==> src/rtl/logic_op_queue.sv <==
// logic_op_queue: operand issue queue feeding logic_unit.
// Accepts logic instructions on a valid/ready handshake, decodes the 6-bit
// funct into a 3-bit logic_unit opcode at push time, and buffers up to DEPTH
// decoded entries in a circular FIFO. The oldest entry is presented on out_*.
//
// Ports:
//   clk, reset          clock, synchronous active-high reset
//   in_valid/in_ready   producer handshake; in_ready = (count < DEPTH)
//   in_funct, in_a/b    instruction funct and operands
//   out_valid/out_ready consumer handshake; out_valid = (count != 0)
//   out_opcode, out_a/b decoded head entry (all zero while empty)
//   out_illegal         head entry carried an unsupported funct
//   count               occupancy 0..DEPTH
//   illegal_count       saturating count of accepted illegal functs
module logic_op_queue #(
  parameter int unsigned WIDTH = 32,
  parameter int unsigned DEPTH = 2
) (
  input  logic                       clk,
  input  logic                       reset,
  input  logic                       in_valid,
  output logic                       in_ready,
  input  logic [5:0]                 in_funct,
  input  logic [WIDTH-1:0]           in_a,
  input  logic [WIDTH-1:0]           in_b,
  output logic                       out_valid,
  input  logic                       out_ready,
  output logic [2:0]                 out_opcode,
  output logic [WIDTH-1:0]           out_a,
  output logic [WIDTH-1:0]           out_b,
  output logic                       out_illegal,
  output logic [$clog2(DEPTH):0]     count,
  output logic [7:0]                 illegal_count
);

  localparam int unsigned PtrW = $clog2(DEPTH);
  localparam int unsigned CntW = PtrW + 1;

  logic [PtrW-1:0]  wr_ptr_q, wr_ptr_d;
  logic [PtrW-1:0]  rd_ptr_q, rd_ptr_d;
  logic [CntW-1:0]  count_q, count_d;
  logic [7:0]       illegal_count_q, illegal_count_d;

  // Storage is intentionally left unreset; out_* are masked while empty.
  logic [2:0]       opcode_mem  [DEPTH];
  logic             illegal_mem [DEPTH];
  logic [WIDTH-1:0] a_mem       [DEPTH];
  logic [WIDTH-1:0] b_mem       [DEPTH];

  logic       push, pop;
  logic [2:0] dec_opcode;
  logic       dec_illegal;

  // Handshake status comes from registered count only, so no comb path
  // from in_* or out_ready reaches an output.
  assign in_ready  = (count_q < CntW'(DEPTH));
  assign out_valid = (count_q != '0);
  assign push      = in_valid && in_ready;
  assign pop       = out_valid && out_ready;

  always_comb begin
    dec_opcode  = 3'b000;
    dec_illegal = 1'b0;
    unique case (in_funct)
      6'h24:   dec_opcode = 3'b000;
      6'h25:   dec_opcode = 3'b001;
      6'h26:   dec_opcode = 3'b010;
      6'h27:   dec_opcode = 3'b011;
      default: dec_illegal = 1'b1;
    endcase
  end

  always_comb begin
    wr_ptr_d        = wr_ptr_q;
    rd_ptr_d        = rd_ptr_q;
    count_d         = count_q;
    illegal_count_d = illegal_count_q;
    if (push) begin
      wr_ptr_d = (wr_ptr_q == PtrW'(DEPTH - 1)) ? '0 : wr_ptr_q + 1'b1;
      if (dec_illegal && (illegal_count_q != 8'hFF)) begin
        illegal_count_d = illegal_count_q + 8'd1;
      end
    end
    if (pop) begin
      rd_ptr_d = (rd_ptr_q == PtrW'(DEPTH - 1)) ? '0 : rd_ptr_q + 1'b1;
    end
    if (push && !pop) begin
      count_d = count_q + 1'b1;
    end else if (pop && !push) begin
      count_d = count_q - 1'b1;
    end
  end

  always_ff @(posedge clk) begin
    if (reset) begin
      wr_ptr_q        <= '0;
      rd_ptr_q        <= '0;
      count_q         <= '0;
      illegal_count_q <= '0;
    end else begin
      wr_ptr_q        <= wr_ptr_d;
      rd_ptr_q        <= rd_ptr_d;
      count_q         <= count_d;
      illegal_count_q <= illegal_count_d;
    end
  end

  always_ff @(posedge clk) begin
    if (!reset && push) begin
      opcode_mem[wr_ptr_q]  <= dec_opcode;
      illegal_mem[wr_ptr_q] <= dec_illegal;
      a_mem[wr_ptr_q]       <= in_a;
      b_mem[wr_ptr_q]       <= in_b;
    end
  end

  always_comb begin
    out_opcode  = 3'b000;
    out_a       = '0;
    out_b       = '0;
    out_illegal = 1'b0;
    if (out_valid) begin
      out_opcode  = opcode_mem[rd_ptr_q];
      out_a       = a_mem[rd_ptr_q];
      out_b       = b_mem[rd_ptr_q];
      out_illegal = illegal_mem[rd_ptr_q];
    end
  end

  assign count         = count_q;
  assign illegal_count = illegal_count_q;

endmodule

==> config.mk <==
export PLATFORM = sky130hd
export DESIGN_NAME = logic_op_queue
export DESIGN_NICKNAME = d
export VERILOG_FILES = /design/src/rtl/logic_op_queue.sv
export SDC_FILE = /design/constraint.sdc
export NUM_CORES = 1
export LEC_CHECK = 0
export CORE_UTILIZATION = 52
export CTS_CLUSTER_DIAMETER = 150
export DETAILED_ROUTE_END_ITERATION = 12
export PLACE_DENSITY = 0.85
export SLEW_MARGIN = 20
export SYNTH_ARGS = -nofsm -noshare
export SYNTH_HDL_FRONTEND = slang
export SYNTH_SLANG_ARGS = --single-unit
export TNS_END_PERCENT = 1
==> constraint.sdc <==
create_clock -name clk -period 19.2 [get_ports clk]
set_clock_uncertainty 0.2 [all_clocks]
set_input_delay 3.84 -clock clk [delete_from_list [all_inputs] [get_ports clk]]
set_output_delay 3.84 -clock clk [all_outputs]
set_load 0.02 [all_outputs]
==> results.sh <==
export IMPL_slew_viol_final=0
export IMPL_startpoint_type="register"
export IMPL_finalHoldViolations=0
export IMPL_use_met2_pct=35.5
export IMPL_numCtsBuffers=17
export IMPL_ios=154
export IMPL_multiInputGateArea_sq_um=1350
export IMPL_grt_pass1_vias=3527
export IMPL_outcome="finished clean"
export IMPL_finalWirelength_microns=11600
export IMPL_drc=0
export IMPL_cts_tree="yes"
export IMPL_routedWlPerCell_microns=17.2
export IMPL_synth_area_leaders="edfxtp_1 70%, mux2i_1 12%, nor2_1 4.9%, dfxtp_1 4.5%, buf_2 0.70%"
export IMPL_grt_use_met1_pct=24.6
export IMPL_clk_pin_slew_worst_paths_ps=60
export IMPL_timing_rr_end="count[1]$_SDFFE_PP0P_"
export IMPL_arrival_ps=2630
export IMPL_placed_area_sq_um=7400
export IMPL_core_rowCount=37
export IMPL_timing_hold_ws_ps=326
export IMPL_yosys_warnings=0
export IMPL_grt_overflow=0
export IMPL_grt_max_degree=68
export IMPL_die_area_sq_um=11500
export IMPL_min_path_cells=2
export IMPL_die_width_microns=107
export IMPL_cp_top_family="buffers and inverters"
export IMPL_synthArstFlopShare_pct=0
export IMPL_num_vias=3587
export IMPL_place_hpwl_microns=7320
export IMPL_hp_class="reg2reg"
export IMPL_cts_hold_buf=0
export IMPL_netlist_area_sq_um=5740
export IMPL_routabilityCongestion=0.792
export IMPL_seq_area_sq_um=4290
export IMPL_synth_common_cells="134 x edfxtp_1, 75 x nor2_1, 68 x mux2i_1"
export IMPL_cp_end_kind="output pin"
export IMPL_worstHoldEndpoint="illegal_count[1]$_SDFFE_PP0P_"
export IMPL_maxCapViolations=0
export IMPL_sw_frac_of_total_pct=32.4
export IMPL_drt_iter0_drc=168
export IMPL_grt_pass1_wl_microns=17500
export IMPL_dr_pass1_iters=5
export IMPL_synth_cell_types=39
export IMPL_rr_worst_depth=5
export IMPL_drive_gt1_share_pct=8.55
export IMPL_nFillCells=621
export IMPL_p_comb_share_pct=35.4
export IMPL_final_util_pct=76.4
export IMPL_worst_path_buf_inv=2
export IMPL_path_max_fanout=52
export IMPL_synth_edf_count=134
export IMPL_peakVddDrop_mv=0.112
export IMPL_synth_seq_cells=147
export IMPL_met3_usage_pct=6.20
export IMPL_tightest_slew_ps=670
export IMPL_relSlewSlack_pct=55.2
export IMPL_pwr_share_seq_pct=35.6
export IMPL_r2r_start="count[1]$_SDFFE_PP0P_"
export IMPL_nets=601
export IMPL_port_buffers=152
export IMPL_clockRootBuffer="clkbuf_8"
export IMPL_ys_seq_area_share_pct=74.7
export IMPL_cpMaxStageDelayCell="clkdlybuf4s50_1"
export IMPL_post_route_min_period_ps=6670
export IMPL_n_antenna_cell=0
export IMPL_synth_top_area_share_pct=70.1
export IMPL_clkLatencyLatePin_ps=510
export IMPL_antenna_left=0
export IMPL_setup_violations=0
export IMPL_synth_most_common_cell="edfxtp_1"
export IMPL_postSynthAreaPerCell_sq_um=15.6
export IMPL_ys_flop_type="edfxtp_1"
export IMPL_grt_busiest_layer="met2"
export IMPL_fp_dieH_microns=107
export IMPL_r2r_setup_slack_ps=17070
export IMPL_numClockSinks=147
export IMPL_area_growth_pct=39.9
export IMPL_max_stage_delay_ps=590
export IMPL_rsz0062_at_grt="false"
export IMPL_synth_fp_nets=443
export IMPL_hold_start="illegal_count[1]$_SDFFE_PP0P_"
export IMPL_clockBufferDepth=2
export IMPL_power_frac_clock_pct=29.0
export IMPL_cp_required_ps=15160
export IMPL_yosysTopAreaCell="edfxtp_1"
export IMPL_critPathKind="reg2out"
export IMPL_drt_vias_per_instance=5.32
export IMPL_stdcell_area_sq_um=8030
export IMPL_worstPathCellList="nor2_4 > buf_4 > nor2_1 > clkdlybuf4s50_1"
export IMPL_finalCritPeriodShare_pct=34.7
export IMPL_start_util_pct=54.6
export IMPL_gr_usage_all_layers_pct=20.8
export IMPL_p_per_area_nw_per_um2=141
export IMPL_htreeDepth=4
export IMPL_power_leakage_nw=2.68
export IMPL_fmax_mhz=150
export IMPL_cts_resized=0
export IMPL_core_area_sq_um=10500
export IMPL_tns_ps=0
export IMPL_power_internal_mw=0.767
export IMPL_antenna_found_initial=0
export IMPL_postCtsSetupBuffers=0
export IMPL_switching_power_mw=0.368
export IMPL_synth_cells=367
## worst max-delay path by stage
| stage | to | startpoint | slack, ps | cells past startpoint |
|---|---|---|---|---|
| finish | out_b[21] | count[1]$_SDFFE_PP0P_ | 12530 | 4 |
| global route | out_b[11] | count[1]$_SDFFE_PP0P_ | 12410 | 4 |
| CTS | out_b[21] | register | 12390 | 3 |
| detailed placement | out_b[3] | register | 12980 | 3 |
| global placement | out_b[3] | register | 13010 | 3 |
| floorplan | a_mem[1][0]$_DFFE_PP_ | reset | 9240 | 3 |
## cell type report
class	count	area share (%)
Tap cell	136	2.12
Clock inverter	13	2.15
Sequential cell	147	53.4
Inverter	7	0.327
Multi-Input combinational cell	193	16.9
Timing Repair Buffer	159	19.9
Clock buffer	19	5.25
## layout by cell type, fill, tap and decap left out, types with 2 or more instances in the layout
cell and count:
nand3_1 2, and2_1 2, bufinv_16 3, and4_1 2
a31oi_1 2, nor4_1 4, clkbuf_1 2, clkdlybuf4s50_1 152
nand2_1 2, clkinvlp_4 4, mux2i_1 68, nor2b_1 3
buf_4 6, edfxtp_1 134, o21ai_0 2, nand2b_1 2
clkbuf_16 16, or4_1 2, a211oi_1 2, ha_1 2
nor2_1 74, xor2_1 3, inv_1 7, inv_6 6
mux2_2 3, dfxtp_1 12
## registers in the layout, summed over array words and instances (netlist names), named ones only
signal         cells
opcode_mem         4
a_mem             64
b_mem             64
illegal_count      8
count              2
wr_ptr_q           1
illegal_mem        2
rd_ptr_q           1
## logic make-up after synthesis
group	after synthesis	share of synthesized area [%]
buf+inv	27	2.07
mux	71	12.5
other cells	1	0.0654
simple gates	104	8.33
compound gates	11	1.37
fa+ha+maj	2	0.436
flops	147	74.7
xor+xnor	4	0.611
## tightest hold or removal path: cells and delay by family (launching register included)
kind             cells  cell delay, ps
AND/OR/NAND/NOR      1              80
flip-flops           1             340
multiplexers         1              60
## stage by stage
stage / power (mW) / instances / worst slack, ps
final: 1.13 / 674 / 12530
after global routing: 1.18 / 674 / 12410
after CTS: 1.14 / 673 / 12390
after detailed placement: 0.809 / 641 / 12980
after global placement: 0.801 / 641 / 13010
after floorplan: 0.631 / 367 / 9240
## routing by layer
layer	wire length [microns]	up-vias
met1	4640	1746
met3	610	17
met2	6110	143
met5	0	-
met4	239	0
li1	-	1681
## power groups by stage
stage	Sequential [mW]	Clock, mW	Combinational [mW]
2_1_floorplan	0.406	0	0.225
3_3_place_gp	0.425	0	0.376
3_5_place_dp	0.427	0	0.382
4_1_cts	0.421	0.334	0.385
5_1_grt	0.407	0.347	0.423
6_report	0.404	0.329	0.401
Power figures use the tool's default switching activity.
